### src/rtl/uart_pkg.sv
// Shared definitions for the memory-mapped UART: register offsets, STATUS bit
// positions and the transmitter state encoding.
package uart_pkg;

   localparam logic [1:0] REG_DATA   = 2'd0;
   localparam logic [1:0] REG_STATUS = 2'd1;
   localparam logic [1:0] REG_DIV    = 2'd2;

   localparam int ST_BUSY    = 0;
   localparam int ST_FULL    = 1;
   localparam int ST_EMPTY   = 2;
   localparam int ST_OVF     = 3;
   localparam int ST_CNT_LSB = 4;

   typedef enum logic [1:0] {
      IDLE,
      START,
      DATA,
      STOP
   } tx_state_t;

endpackage

### src/rtl/sync_fifo.sv
// Single-clock FIFO with occupancy count; a push into a full FIFO is dropped
// and reported, even if a pop happens on the same edge.
module sync_fifo #(
   parameter int WIDTH = 8,
   parameter int DEPTH = 8
) (
   input  logic                     clk,
   input  logic                     resetn,
   input  logic                     i_push,
   input  logic [WIDTH-1:0]         i_din,
   input  logic                     i_pop,
   output logic [WIDTH-1:0]         o_dout,
   output logic                     o_full,
   output logic                     o_empty,
   output logic [$clog2(DEPTH):0]   o_count,
   output logic                     o_drop
);

   localparam int AW = $clog2(DEPTH);
   localparam logic [AW-1:0] PTR_ONE = 1;
   localparam logic [AW:0]   CNT_ONE = 1;
   localparam logic [AW:0]   CNT_MAX = DEPTH;

   logic [WIDTH-1:0] r_mem [DEPTH];
   logic [AW-1:0]    r_wrPtr;
   logic [AW-1:0]    r_rdPtr;
   logic [AW:0]      r_count;
   logic             w_doPush;
   logic             w_doPop;

   assign o_full   = (r_count == CNT_MAX);
   assign o_empty  = (r_count == '0);
   assign o_count  = r_count;
   assign o_dout   = r_mem[r_rdPtr];
   assign o_drop   = i_push && o_full;
   assign w_doPush = i_push && !o_full;
   assign w_doPop  = i_pop && !o_empty;

   always_ff @(posedge clk) begin
      if (w_doPush) begin
         r_mem[r_wrPtr] <= i_din;
      end
   end

   // Pointers wrap naturally because DEPTH is a power of two.
   always_ff @(posedge clk or negedge resetn) begin
      if (!resetn) begin
         r_wrPtr <= '0;
         r_rdPtr <= '0;
         r_count <= '0;
      end else begin
         if (w_doPush) begin
            r_wrPtr <= r_wrPtr + PTR_ONE;
         end
         if (w_doPop) begin
            r_rdPtr <= r_rdPtr + PTR_ONE;
         end
         if (w_doPush && !w_doPop) begin
            r_count <= r_count + CNT_ONE;
         end else if (w_doPop && !w_doPush) begin
            r_count <= r_count - CNT_ONE;
         end
      end
   end

endmodule

### src/rtl/mmio_uart_tx.sv
// Bus-attached 8N1 UART transmitter: register decode, baud divisor, transmit
// FIFO and the serializer FSM that drains it.
module mmio_uart_tx
   import uart_pkg::*;
#(
   parameter int          DEPTH       = 8,
   parameter logic [15:0] DEFAULT_DIV = 16'd868
) (
   input  logic        clk,
   input  logic        resetn,
   input  logic        sel,
   input  logic [1:0]  addr,
   input  logic [3:0]  wen,
   input  logic [31:0] wdata,
   output logic [31:0] rdata,
   output logic        tx
);

   localparam int CW = $clog2(DEPTH) + 1;

   tx_state_t     r_state;
   logic [15:0]   r_div;
   logic [15:0]   r_timer;
   logic [7:0]    r_shift;
   logic [2:0]    r_bitIdx;
   logic          r_tx;
   logic          r_ovf;
   logic [31:0]   r_rdata;

   logic          w_push;
   logic          w_pop;
   logic          w_ovfClr;
   logic [7:0]    w_fifoDout;
   logic          w_full;
   logic          w_empty;
   logic [CW-1:0] w_count;
   logic          w_drop;
   logic          w_timerDone;
   logic [15:0]   w_reload;
   logic [3:0]    w_cntSat;
   logic [31:0]   w_status;
   logic          w_unused;

   assign w_unused    = &{1'b0, wdata[31:16]};
   assign w_push      = sel && (addr == REG_DATA) && wen[0];
   assign w_ovfClr    = sel && (addr == REG_STATUS) && wen[0] && wdata[ST_OVF];
   assign w_timerDone = (r_timer == 16'd0);
   assign w_reload    = (r_div == 16'd0) ? 16'd0 : (r_div - 16'd1);
   assign w_pop       = !w_empty && ((r_state == IDLE) || ((r_state == STOP) && w_timerDone));
   assign tx          = r_tx;
   assign rdata       = r_rdata;

   sync_fifo #(
      .WIDTH (8),
      .DEPTH (DEPTH)
   ) u_fifo (
      .clk     (clk),
      .resetn  (resetn),
      .i_push  (w_push),
      .i_din   (wdata[7:0]),
      .i_pop   (w_pop),
      .o_dout  (w_fifoDout),
      .o_full  (w_full),
      .o_empty (w_empty),
      .o_count (w_count),
      .o_drop  (w_drop)
   );

   always_comb begin
      w_cntSat = 4'hF;
      if (32'(w_count) < 32'd15) begin
         w_cntSat = 4'(w_count);
      end
      w_status = '0;
      w_status[ST_BUSY]  = (r_state != IDLE);
      w_status[ST_FULL]  = w_full;
      w_status[ST_EMPTY] = w_empty;
      w_status[ST_OVF]   = r_ovf;
      w_status[ST_CNT_LSB +: 4] = w_cntSat;
   end

   always_ff @(posedge clk or negedge resetn) begin
      if (!resetn) begin
         r_div   <= DEFAULT_DIV;
         r_ovf   <= 1'b0;
         r_rdata <= '0;
      end else begin
         if (sel && (addr == REG_DIV)) begin
            if (wen[0]) r_div[7:0]  <= wdata[7:0];
            if (wen[1]) r_div[15:8] <= wdata[15:8];
         end
         if (w_drop) begin
            r_ovf <= 1'b1;
         end else if (w_ovfClr) begin
            r_ovf <= 1'b0;
         end
         if (!sel) begin
            r_rdata <= '0;
         end else begin
            case (addr)
               REG_STATUS: r_rdata <= w_status;
               REG_DIV:    r_rdata <= {16'b0, r_div};
               default:    r_rdata <= '0;
            endcase
         end
      end
   end

   // Divisor is sampled only on timer reload, so a bit in flight keeps its length.
   always_ff @(posedge clk or negedge resetn) begin
      if (!resetn) begin
         r_state  <= IDLE;
         r_timer  <= '0;
         r_shift  <= '0;
         r_bitIdx <= '0;
         r_tx     <= 1'b1;
      end else begin
         case (r_state)
            IDLE: begin
               r_tx <= 1'b1;
               if (w_pop) begin
                  r_shift <= w_fifoDout;
                  r_timer <= w_reload;
                  r_tx    <= 1'b0;
                  r_state <= START;
               end
            end
            START: begin
               if (w_timerDone) begin
                  r_timer  <= w_reload;
                  r_bitIdx <= 3'd0;
                  r_tx     <= r_shift[0];
                  r_state  <= DATA;
               end else begin
                  r_timer <= r_timer - 16'd1;
               end
            end
            DATA: begin
               if (w_timerDone) begin
                  r_timer <= w_reload;
                  if (r_bitIdx == 3'd7) begin
                     r_tx    <= 1'b1;
                     r_state <= STOP;
                  end else begin
                     r_shift  <= r_shift >> 1;
                     r_bitIdx <= r_bitIdx + 3'd1;
                     r_tx     <= r_shift[1];
                  end
               end else begin
                  r_timer <= r_timer - 16'd1;
               end
            end
            STOP: begin
               if (w_timerDone) begin
                  if (w_pop) begin
                     r_shift <= w_fifoDout;
                     r_timer <= w_reload;
                     r_tx    <= 1'b0;
                     r_state <= START;
                  end else begin
                     r_tx    <= 1'b1;
                     r_state <= IDLE;
                  end
               end else begin
                  r_timer <= r_timer - 16'd1;
               end
            end
            default: begin
               r_tx    <= 1'b1;
               r_state <= IDLE;
            end
         endcase
      end
   end

endmodule

### config.mk
export PLATFORM = sky130hd
export DESIGN_NAME = mmio_uart_tx
export DESIGN_NICKNAME = d
export VERILOG_FILES = /design/src/rtl/uart_pkg.sv /design/src/rtl/sync_fifo.sv /design/src/rtl/mmio_uart_tx.sv
export SDC_FILE = /design/constraint.sdc
export NUM_CORES = 1
export LEC_CHECK = 0
export BUFFER_PORTS_ARGS = -buffer_cell sky130_fd_sc_hd__buf_4
export CORE_ASPECT_RATIO = 0.75
export CORE_MARGIN = 2
export CORE_UTILIZATION = 30
export CTS_CLUSTER_SIZE = 25
export DETAILED_ROUTE_END_ITERATION = 7
export GPL_TIMING_DRIVEN = 0
export PLACE_DENSITY_LB_ADDON = 0.08
export SYNTH_ARGS = -nofsm -noshare
export SYNTH_HDL_FRONTEND = slang
export SYNTH_SLANG_ARGS = --single-unit
### constraint.sdc
create_clock -name clk -period 5.4 [get_ports clk]
set_clock_uncertainty 0.15 [all_clocks]
set_input_delay 1.08 -clock clk [delete_from_list [all_inputs] [get_ports clk]]
set_output_delay 1.08 -clock clk [all_outputs]
set_load 0.005 [all_outputs]
==> results of run 1 <==
[registers in the layout, summed over array words and instances, names as in the netlist]
register	cells
r_div	16
u_fifo.o_count	4
u_fifo.r_wrPtr	3
tx	1
u_fifo.r_mem	64
r_state	2
r_timer	16
rdata	16
r_bitIdx	3
u_fifo.r_rdPtr	3
r_shift	8
r_ovf	1
[power breakdown]
part / switching (W) / total, W / internal [W]
logic: 0.00100 / 0.00171 / 0.000713
registers: 0.000221 / 0.00150 / 0.00128
clock network: 0.000537 / 0.00121 / 0.000673
[final timing paths]
path | start | end | cells after the start
min in group asynchronous | resetn | rdata[9]$_DFF_PN0_ | 1
max in group asynchronous | resetn | r_shift[7]$_DFFE_PN0P_ | 1
min reg2reg | r_shift[5]$_DFFE_PN0P_ | r_shift[5]$_DFFE_PN0P_ | 1
max | u_fifo.o_count[0]$_DFFE_PN0P_ | u_fifo.o_count[3]$_DFFE_PN0P_ | 12
min | r_shift[5]$_DFFE_PN0P_ | r_shift[5]$_DFFE_PN0P_ | 1
max reg2reg | u_fifo.o_count[0]$_DFFE_PN0P_ | u_fifo.o_count[3]$_DFFE_PN0P_ | 12
[synthesized netlist by cell type (all sizes together) (2+ instances only)]
master	number	area [um2]
buf	23	153.9
dfstp	6	157.7
nor3b	7	62.56
dfrtp	67	1677
nand2b	2	12.51
nor2b	4	25.02
a21o	4	30.03
a21boi	2	15.02
a22oi	8	60.06
mux2i	9	90.09
a31oi	4	25.02
xor2	16	140.1
nor2	47	186.4
ha	19	237.7
a22o	3	26.28
o21ai	26	130.1
and3	9	56.30
o21a	2	15.01
o22ai	8	50.05
a211o	3	26.28
nand4b	3	26.28
xnor2	16	140.1
nor4	9	128.9
nand3	19	95.09
and2	2	12.51
nand2	49	183.9
mux2	29	326.6
o221ai	4	35.03
edfxtp	64	1922
o31ai	3	22.52
nor3	15	80.08
clkbuf	16	60.06
or3	3	18.77
mux4	16	360.4
a21oi	20	100.1
nand4	7	43.79
inv	13	48.79
[cell type report]
type	count	area share
timing repair buffer	41	0.03685
multi-input combinational	402	0.3623
buffer	39	0.02561
clock buffer	17	0.05093
inverter	13	0.005842
tap	300	0.04494
sequential	137	0.4497
clock inverter	15	0.02382
[routing by layer]
metal | up-vias | global-route usage
met3 | 14 | 0.03616
met5 | - | 0
met1 | 2403 | 0.2162
met4 | 0 | 0.04065
met2 | 132 | 0.2169
li1 | 2249 | -
[cells by family (layout without fill, tap and decap cells)]
family / count (synthesis) / in the layout / synth area share
other: 1 / 16 / 0.0005394
multiplexers: 54 / 54 / 0.1118
flip-flops: 137 / 137 / 0.5403
AO/OA/AOI/OAI: 97 / 97 / 0.08946
buffers and inverters: 52 / 125 / 0.03780
AND/OR/NAND/NOR: 183 / 183 / 0.1427
adder cells (fa/ha/maj): 20 / 20 / 0.03708
XOR/XNOR: 32 / 32 / 0.04032
[worst register-to-register path, delay by kind of cell (launching register included)]
| kind | cells | cell delay [ps] |
|---|---|---|
| flops | 1 | 480 |
| fa+ha+maj | 2 | 600 |
| simple gates | 3 | 1200 |
| xor+xnor | 2 | 270 |
| buf+inv | 3 | 910 |
| compound gates | 2 | 320 |
[metrics by stage]
stage | hold WS [ps] | cell area (um2) | utilization | std cells | power (W)
6_report | 344.3 | 8353 | 0.3650 | 964 | 0.004427
5_1_grt | 358.4 | 8353 | 0.3650 | 964 | 0.004725
4_1_cts | 346.6 | 8343 | 0.3646 | 964 | 0.004453
3_5_place_dp | 331.5 | 7719 | 0.3373 | 932 | 0.003224
3_3_place_gp | 318.9 | 7676 | 0.3355 | 930 | 0.003199
2_1_floorplan | 299.1 | 7008 | - | 591 | 0.002704
==> results by group, run 1 <==
Die
  – Die Span Y: between 100 and 150 um
  – IO Count: 74
  – Die ar.: 24420 um2
  – Number of placement rows: 48
  – Die width: between 150 and 200 um
  – Core area: 22880 um2
  – Initial Utilization: 0.3038

Worst setup path
  – CP most frequent cell: ha_1
  – WS Path Type: flop to flop
  – Startpoint types: flop
  – Worst path bufs/invs: 3
  – Arrival @ worst endpoint: 4190 ps
  – Crit path largest cell delay: 940 ps
  – Critical Path End Type: flop
  – Max Fanout on Critical Path: 10
  – Cell Chain, Critical Path: nor4_2 -> nor2_4 -> inv_2 -> buf_1 -> ha_1 -> inv_1 -> ha_1 -> a21o_1 -> a21oi_1 -> xnor2_1 -> nor2_1 -> xor2_1
  – Critical path required time: 5560 ps
  – Reg-to-reg setup timing slack: about 1400 ps
  – Slowest cell on crit path: nor4_2
  – Worst path top cell family by delay: simple AND/OR/NAND/NOR gates

Status
  – Status: completed

Logic synthesis
  – Yosys reg bits: 137
  – Mean post-synth cell area: 12.07 um2
  – Sequential area share after synthesis: 0.5403
  – Top FF cell, synth: dfrtp_1
  – Ys async rst share: 0.5328
  – Synthesized area: 6952 um2
  – Yosys warning count: 0
  – Synthesized instance count: approximately 580
  – Synth unique cells: 68
  – EDFF count, synth: 64

STA
  – Slew headroom: 0.2950
  – RSZ-0062 raised after global routing: no
  – Setup WS post-layout: about 1400 ps
  – Final period util: 0.7465
  – Final setup viols: 0
  – Tightest Pin Transition: around 1000 ps
  – Crit path time final: between 4000 and 5000 ps
  – Final hold vios: 0
  – Fmax achieved: 248.1 MHz
  – TNS Setup: 0 ps
  – Final Max Slew Viols: 0

Clock network
  – Clock-pin slew of the registers on the worst-case setup and hold paths: 70 ps
  – TritonCTS Buffers: 17
  – CTS resizes: 0
  – CTS Root Cell: clkbuf_16
  – CTS hold repair buffers: 0
  – Clock Tree Buf Depth: 2
  – Sinks on Clock Net: 137
  – Post-CTS setup repair buffer count: 0
  – Skew-Pair Late Insertion Delay: 430 ps
  – TritonCTS clock tree: yes
  – H-tree depth: 4

Drt
  – Met2 routed WL: 7.529 mm
  – 1st-iter DRT viols: 273
  – Wirelength per Cell: 18.12 um
  – Met1 wire length: around 9 mm
  – Routed vias: 4798
  – Vias per Instance: 4.977
  – First-pass detailed-route iteration total: 5
  – # DRC: 0
  – Met3 wire len: 925 um
  – Antenna Nets Post-Route: 0
  – Total wire length: 17.47 mm
  – Top sig layer: met4

Cells and area
  – Reg area: around 3800 um2
  – Share of layout cells above drive strength 1: 0.2334
  – Filler cells: 2226
  – Commonest non-fill, non-tap cell in the layout: dfrtp_1
  – Area of the multi-input gates: 3027 um2
  – Ant diodes: 0
  – Most frequent cells in the layout: dfrtp_1 (67), edfxtp_1 (64), buf_4 (58)
  – Synthesis-to-finish area growth: 20.16%
  – Nets: around 710

Placement
  – Worst slack, placed: 1429 ps
  – Input/output buffers: 39
  – Global placement routability congestion: 0.8260
  – Post-DP HPWL: 12.62 mm

Min path
  – Worst hold path class: flop to flop

GRT
  – Largest net degree at the start of global routing: 74
  – Gr ovfl total: 0
  – Global-route wire length before repair: 27.39 mm
  – Initial antenna violation count: 0
  – GRT Total Usage: 0.1476
  – Vias in the first global route: 4803

Pwr
  – PwrDens: between 500 and 600 nW/um2
  – Leak: around 3.3 nW
  – Largest vdd supply drop: 0.2654 mV

Run
  – Max Cap Viol: 0
No activity file was read; power rests on OpenSTA's default activity.
==> run 2: changes to the inputs <==
- clock period: 5.4 -> 4.1 ns (I/O delays scaled with it)
==> run 2 against run 1 <==
  * First-iteration DRC count is 1.8% higher
  * Cell area grew 0.10%
  * Core utilization barely moved
  * Register-to-register slack worse by 1100 ps
  * Worst setup slack got worse by 1100 ps
  * Via count shrank 0.42%
  * Sequential share of layout area hardly changed
  * Cell count unchanged
  * Critical path depth up 3
  * Clock power increased by 31%
  * Sequential power up 33%
  * Global-route usage unchanged
==> results by group, run 2 (same netlist as run 1, synthesis figures left out) <==
Cells and area
  – Most flop-heavy register: u_fifo.r_mem
  – Reg area: 3756 um2
  – Most frequent cells in the layout: dfrtp_1 (67), edfxtp_1 (64), buf_4 (58)
  – Commonest non-fill, non-tap cell in the layout: dfrtp_1
  – Synthesis-to-finish area growth: 20.28%
  – Ant diodes: 0
  – Max reg flops: 64
  – Nets: 712
  – Share of layout cells above drive strength 1: 0.2334
  – Area of the multi-input gates: between 3000 and 4000 um2
  – Filler cells: 2223

GRT
  – Vias in the first global route: 4803
  – GRT Total Usage: 0.1476
  – Global-route wire length before repair: 27.39 mm
  – Gr ovfl total: 0
  – Largest net degree at the start of global routing: 74
  – Initial antenna violation count: 0

STA
  – Final hold vios: 0
  – TNS Setup: 0 ps
  – Fmax achieved: 261.1 MHz
  – RSZ-0062 raised after global routing: no
  – Final period util: 0.9342
  – Tightest Pin Transition: around 960 ps
  – Final setup viols: 0
  – Crit path time final: 3830 ps
  – Final Max Slew Viols: 0
  – Slew headroom: 0.3614

Clock network
  – TritonCTS clock tree: yes
  – CTS hold repair buffers: 0
  – Sinks on Clock Net: 137
  – Clock Tree Buf Depth: 2
  – H-tree depth: 4
  – TritonCTS Buffers: 17
  – Clock-pin slew of the registers on the worst-case setup and hold paths: ~70 ps
  – CTS Root Cell: clkbuf_16
  – Skew-Pair Late Insertion Delay: 430 ps

Worst setup path
  – CP most frequent cell: ha_1
  – Slowest cell on crit path: buf_1
  – Cell Chain, Critical Path: inv_1 -> ha_1 -> nor4bb_1 -> a41oi_1 -> nor2_4 -> inv_2 -> buf_1 -> ha_1 -> inv_1 -> ha_1 -> a21o_1 -> a21oi_1 -> xnor2_1 -> nor2_1 -> xor2_1
  – Reg-to-reg setup timing slack: 270 ps
  – Startpoint types: flop
  – Critical R2R Launch: r_timer[0]$_DFF_PN0_
  – R2r worst-path depth: 15
  – Critical Path End Type: flop
  – Max Fanout on Critical Path: 10
  – WS Path Type: flop to flop
  – Critical path required time: 4260 ps
  – R2R Path End: u_fifo.o_count[3]$_DFFE_PN0P_
  – Crit path largest cell delay: 590 ps
  – Critical path origin: r_timer[0]$_DFF_PN0_
  – Arrival @ worst endpoint: 3990 ps

Placement
  – Global placement routability congestion: 0.8260
  – Post-DP HPWL: 12.62 mm
  – Input/output buffers: 39

Pwr
  – Tot Pwr: 0.005840 W
  – Leak: 3.296 nW
  – Largest vdd supply drop: 0.3517 mV
  – PwrDens: around 700 nW/um2

Die
  – Core area: between 20000 and 25000 um2
  – Initial Utilization: 0.3038
  – Die ar.: 24420 um2
  – Die width: around 180 um
  – Number of placement rows: 48
  – Die Span Y: 135.8 um
  – IO Count: 74

Drt
  – Wirelength per Cell: 18.16 um
  – Total wire length: 17.51 mm
  – Routed vias: 4778
  – First-pass detailed-route iteration total: 6
  – Vias per Instance: slightly below 5
  – Antenna Nets Post-Route: 0
  – # DRC: 0
  – 1st-iter DRT viols: 278

Min path
  – Hold Crit Endpoint: r_shift[5]$_DFFE_PN0P_
  – Hold Crit Depth: 1
  – Worst hold path class: flop to flop
  – Hold Path Origin: r_shift[5]$_DFFE_PN0P_

Run
  – Max Cap Viol: 0

Status
  – Status: completed
-- run 2: cell counts in the layout (fill, tap and decap cells not counted) --
Identical to the previous run, type by type.
-- run 2: stage by stage --
stage          setup slack, ps  area, um2  hold WS, ps    util  instances
4_1_cts                  99.73       8343        346.6  0.3646        964
5_1_grt                  71.46       8362        358.4  0.3654        964
3_3_place_gp             157.7       7676        318.9  0.3355        930
2_1_floorplan            993.9       7008        299.1       -        591
6_report                 269.8       8362        344.3  0.3654        964
3_5_place_dp             129.2       7719        331.5  0.3373        932
-- run 2: timing repair --
| action | 4_1_cts | 5_1_grt |
|---|---|---|
| gates resized for setup | 0 | 1 |
| buffers inserted | 0 | 0 |
| setup endpoints to repair | 0 | 1 |
-- run 2: area by class of cell --
class / count / share of cell area
sequential: 137 / 0.4492
multi-input combinational: 402 / 0.3630
clock buffer: 17 / 0.05088
tap: 300 / 0.04489
timing repair buffer: 41 / 0.03681
buffer: 39 / 0.02559
clock inverter: 15 / 0.02379
inverter: 13 / 0.005836
-- run 2: critical path: cells and delay by family, from the launching register on --
| kind | cells | cell delay (ps) |
|---|---|---|
| buf+inv | 4 | 1010 |
| fa+ha+maj | 3 | 870 |
| compound gates | 3 | 650 |
| flops | 1 | 440 |
| simple gates | 3 | 340 |
| xor+xnor | 2 | 270 |
-- run 2: where the power goes --
part	leakage, nW	internal, W	switching, W	total [W]
registers	1.49	0.00169	0.000298	0.00199
clock network	0.303	0.000887	0.000706	0.00159
logic	1.50	0.000941	0.00132	0.00226
total	3.30	0.00352	0.00232	0.00584
-- run 2: routing by layer --
layer | global-route usage | wire, um | up-vias
li1 | - | - | 2250
met1 | 0.2162 | 8865 | 2384
met2 | 0.2169 | 7510 | 128
met3 | 0.03616 | 936 | 16
met4 | 0.04065 | 195 | 0
met5 | 0 | 0 | -
-- run 2: worst max path at each step --
stage,end,slack [ps],depth (start not counted)
finish,u_fifo.o_count[3]$_DFFE_PN0P_,270,15
global placement,u_fifo.o_count[3]$_DFFE_PN0P_,160,12
global route,u_fifo.o_count[3]$_DFFE_PN0P_,70,15
detailed placement,u_fifo.o_count[3]$_DFFE_PN0P_,130,12
CTS,u_fifo.o_count[3]$_DFFE_PN0P_,100,12
floorplan,u_fifo.o_count[3]$_DFFE_PN0P_,990,15
==> run 3: changes to the inputs <==
- ABC_AREA: not set -> 1
==> run 3 against run 2 <==
  * Critical path type unchanged
  * Synthesized area rose by 2.5%
  * Sequential share of layout area down 0.88 points
  * Flip-flop and latch count did not move
  * Clock-buffer cell count up 8
  * Maximum frequency up 21%
  * Die area increased by 2.5%
  * Worst hold slack got worse by 12 ps
  * Clock power rose by 8%
  * Non-clock buffer count decreased by 1
  * Routed wire length rose by 17%
  * Largest power group is now sequential cells
==> results by group, run 3 <==
Status
  – Status: completed

Worst setup path
  – R2R Path End: u_fifo.o_count[3]$_DFFE_PN0P_
  – Critical path required time: 4270 ps
  – Reg-to-reg setup timing slack: 950 ps
  – WS Path Type: flop to flop
  – Critical path origin: r_timer[0]$_DFF_PN0_
  – Critical Path End Type: flop
  – Startpoint types: flop
  – Arrival @ worst endpoint: 3320 ps
  – Max Fanout on Critical Path: 10
  – Critical R2R Launch: r_timer[0]$_DFF_PN0_
  – R2r worst-path depth: 17

STA
  – Final period util: 0.7692
  – Final Max Slew Viols: 0
  – Final hold vios: 0
  – TNS Setup: 0 ps
  – Slew headroom: 0.3299
  – RSZ-0062 raised after global routing: no
  – Final setup viols: 0
  – Crit path time final: 3154 ps
  – Tightest Pin Transition: 1005 ps
  – Fmax achieved: 317.1 MHz

Clock network
  – Post-CTS setup repair buffer count: 0
  – TritonCTS clock tree: yes
  – Sinks on Clock Net: 137
  – Clock Tree Buf Depth: 2
  – TritonCTS Buffers: 17
  – CTS Root Cell: clkbuf_16
  – Skew-Pair Late Insertion Delay: around 430 ps
  – CTS resizes: 0
  – H-tree depth: 4
  – CTS hold repair buffers: 0
  – Clock-pin slew of the registers on the worst-case setup and hold paths: 60 ps

GRT
  – Vias in the first global route: 5355
  – Most used routing layer: met1
  – Global-route met1 utilization: 0.2748
  – GRT Total Usage: 0.1705
  – Gr ovfl total: 0
  – Global-route wire length before repair: roughly 32 mm
  – Initial antenna violation count: 0
  – GRT met3 Usage: 0.03172
  – Largest net degree at the start of global routing: 74
  – M2 GR Usage: 0.2286

Placement
  – Input/output buffers: 39
  – Global placement routability congestion: 0.8343
  – Post-DP HPWL: 14.88 mm
  – Placed insts: 1183

Logic synthesis
  – EDFF count, synth: 64
  – Ys async rst share: 0.5328
  – Largest family of logic cells by synthesized area: simple AND/OR/NAND/NOR gates
  – Synthesized instance count: 829
  – Compound-gate portion of the synthesized area: 0.1250
  – Xor/xnor share of the synthesized area: 0.01598
  – Largest area contributor in the netlist: edfxtp_1
  – Multiplexer share of the synthesized area: 0.003160
  – Count leader, synth: nand2_1
  – Top cells by area, synth: edfxtp_1 (27%), dfrtp_1 (24%), nand2_1 (10%)
  – Yosys reg bits: 137
  – Post-synthesis adder-cell area fraction: 0.03617
  – Synthesized area: 7127 um2
  – Simple-gate portion of the synthesized area: 0.2223
  – Top FF cell, synth: dfrtp_1
  – Yosys warning count: 0
  – Synth unique cells: 39
  – Sequential area share after synthesis: 0.5270
  – Share of the synthesized area in the top cell type: 0.2697
  – List of most frequent post-synthesis cells: nand2_1 (192), nor2_1 (128), inv_1 (69), dfrtp_1 (67), o21ai_0 (66)
  – Mean post-synth cell area: about 8.6 um2

Pwr
  – PwrDens: about 480 nW/um2
  – Clock network power share: 0.421
  – Fraction of power consumed by sequential logic: 0.426
  – Combinational power share: 0.153
  – Net Sw Frac: 0.2834
  – Internal Power: 0.002927 W
  – Largest vdd supply drop: 0.2656 mV
  – Switching power: 0.001157 W
  – Leak: 3.674 nW

Cells and area
  – Synthesis-to-finish area growth: 19.66%
  – Filler cells: approximately 2400
  – Most flop-heavy register: u_fifo.r_mem
  – Max reg flops: 64
  – Share of layout cells above drive strength 1: 0.1344
  – Final Instance Count excl. Fillers: between 1000 and 1500
  – Ant diodes: 0
  – Nets: 963
  – Commonest non-fill, non-tap cell in the layout: nand2_1
  – Most frequent cells in the layout: nand2_1 (192), nor2_1 (128), inv_1 (69)

Drt
  – Vias per Instance: 4.784
  – Total wire length: 20.41 mm
  – # DRC: 0
  – 1st-iter DRT viols: 553
  – Wirelength per Cell: 16.80 um
  – Routed vias: slightly below 6000
  – First-pass detailed-route iteration total: 4
  – Antenna Nets Post-Route: 0

Die
  – Initial Utilization: 0.3074
  – Die Span Y: 137.5 um
  – Die width: 182.0 um
  – Die ar.: 25020 um2
  – Core area: 23180 um2
  – IO Count: 74
  – Number of placement rows: 48

Min path
  – Hold Crit Depth: 2
  – Hold Path Origin: tx$_DFFE_PN1P_
  – Worst hold path class: flop to flop
  – Hold Crit Endpoint: tx$_DFFE_PN1P_

Run
  – Max Cap Viol: 0
-- run 3: worst max path at each step --
stage,cells past startpoint,slack (ps),endpoint
after floorplan,15,1360,u_fifo.o_count[3]$_DFFE_PN0P_
after global placement,8,650,u_fifo.r_mem[0][0]$_DFFE_PP_
after detailed placement,8,660,u_fifo.r_mem[0][0]$_DFFE_PP_
after CTS,17,950,u_fifo.o_count[3]$_DFFE_PN0P_
after global routing,17,680,u_fifo.o_count[3]$_DFFE_PN0P_
final,17,950,u_fifo.o_count[3]$_DFFE_PN0P_
-- run 3: logic make-up after synthesis --
logic type,count (synthesis)
adder cells (fa/ha/maj),20
buffers and inverters,112
other,1
XOR/XNOR,13
flip-flops,137
AO/OA/AOI/OAI,156
AND/OR/NAND/NOR,388
multiplexers,2
-- run 3: cell type report --
type	count	area, um2	share of cell area
flip-flops and latches	137	3756	0.4404
multi-input cells	595	2939	0.3446
clock buffers	25	541.8	0.06353
well taps	300	375.4	0.04401
repair buffers	39	292.8	0.03433
inverters	72	270.3	0.03169
plain buffers	40	227.7	0.02670
clock inverters	7	125.1	0.01467
-- run 3: critical path, cell delays in order (launching register included) --
cell     delay (ps)
dfrtp_1         420
inv_1           120
ha_1            230
nand2_1          80
nor2_2          130
nand3_2         140
nand2_1          90
nand2_1         140
buf_2           260
ha_1            260
inv_1           110
ha_1            240
a21o_1          160
a21oi_1         160
nor2_1           50
nor2_1           80
nand2_1          70
xor2_1          130
-- run 3: through the flow --
stage | setup slack (ps) | util | hold slack, ps | area [um2] | total power (W)
after floorplan | 1356 | - | 299.2 | 7183 | 0.002145
after global placement | 647.4 | 0.3387 | 314.1 | 7851 | 0.002374
after detailed placement | 656.3 | 0.3387 | 318.0 | 7851 | 0.002368
after CTS | 953.1 | 0.3674 | 330.3 | 8518 | 0.004102
after global routing | 684.0 | 0.3679 | 350.9 | 8528 | 0.004267
final | 946.2 | 0.3679 | 332.4 | 8528 | 0.004084
-- run 3: layer usage --
metal  wire, um  up-vias  part of all wire
li1           -     2870                 -
met3        726       13             0.036
met4        196        0            0.0096
met5          0        -                 0
met2       7948      116              0.39
met1      11540     2813              0.57
-- run 3: power by group through the flow --
stage	logic, W	registers [W]	clock network [W]
3_5_place_dp	0.000612	0.00176	0
3_3_place_gp	0.000618	0.00176	0
6_report	0.000626	0.00174	0.00172
4_1_cts	0.000620	0.00173	0.00175
2_1_floorplan	0.000436	0.00171	0
5_1_grt	0.000704	0.00175	0.00181
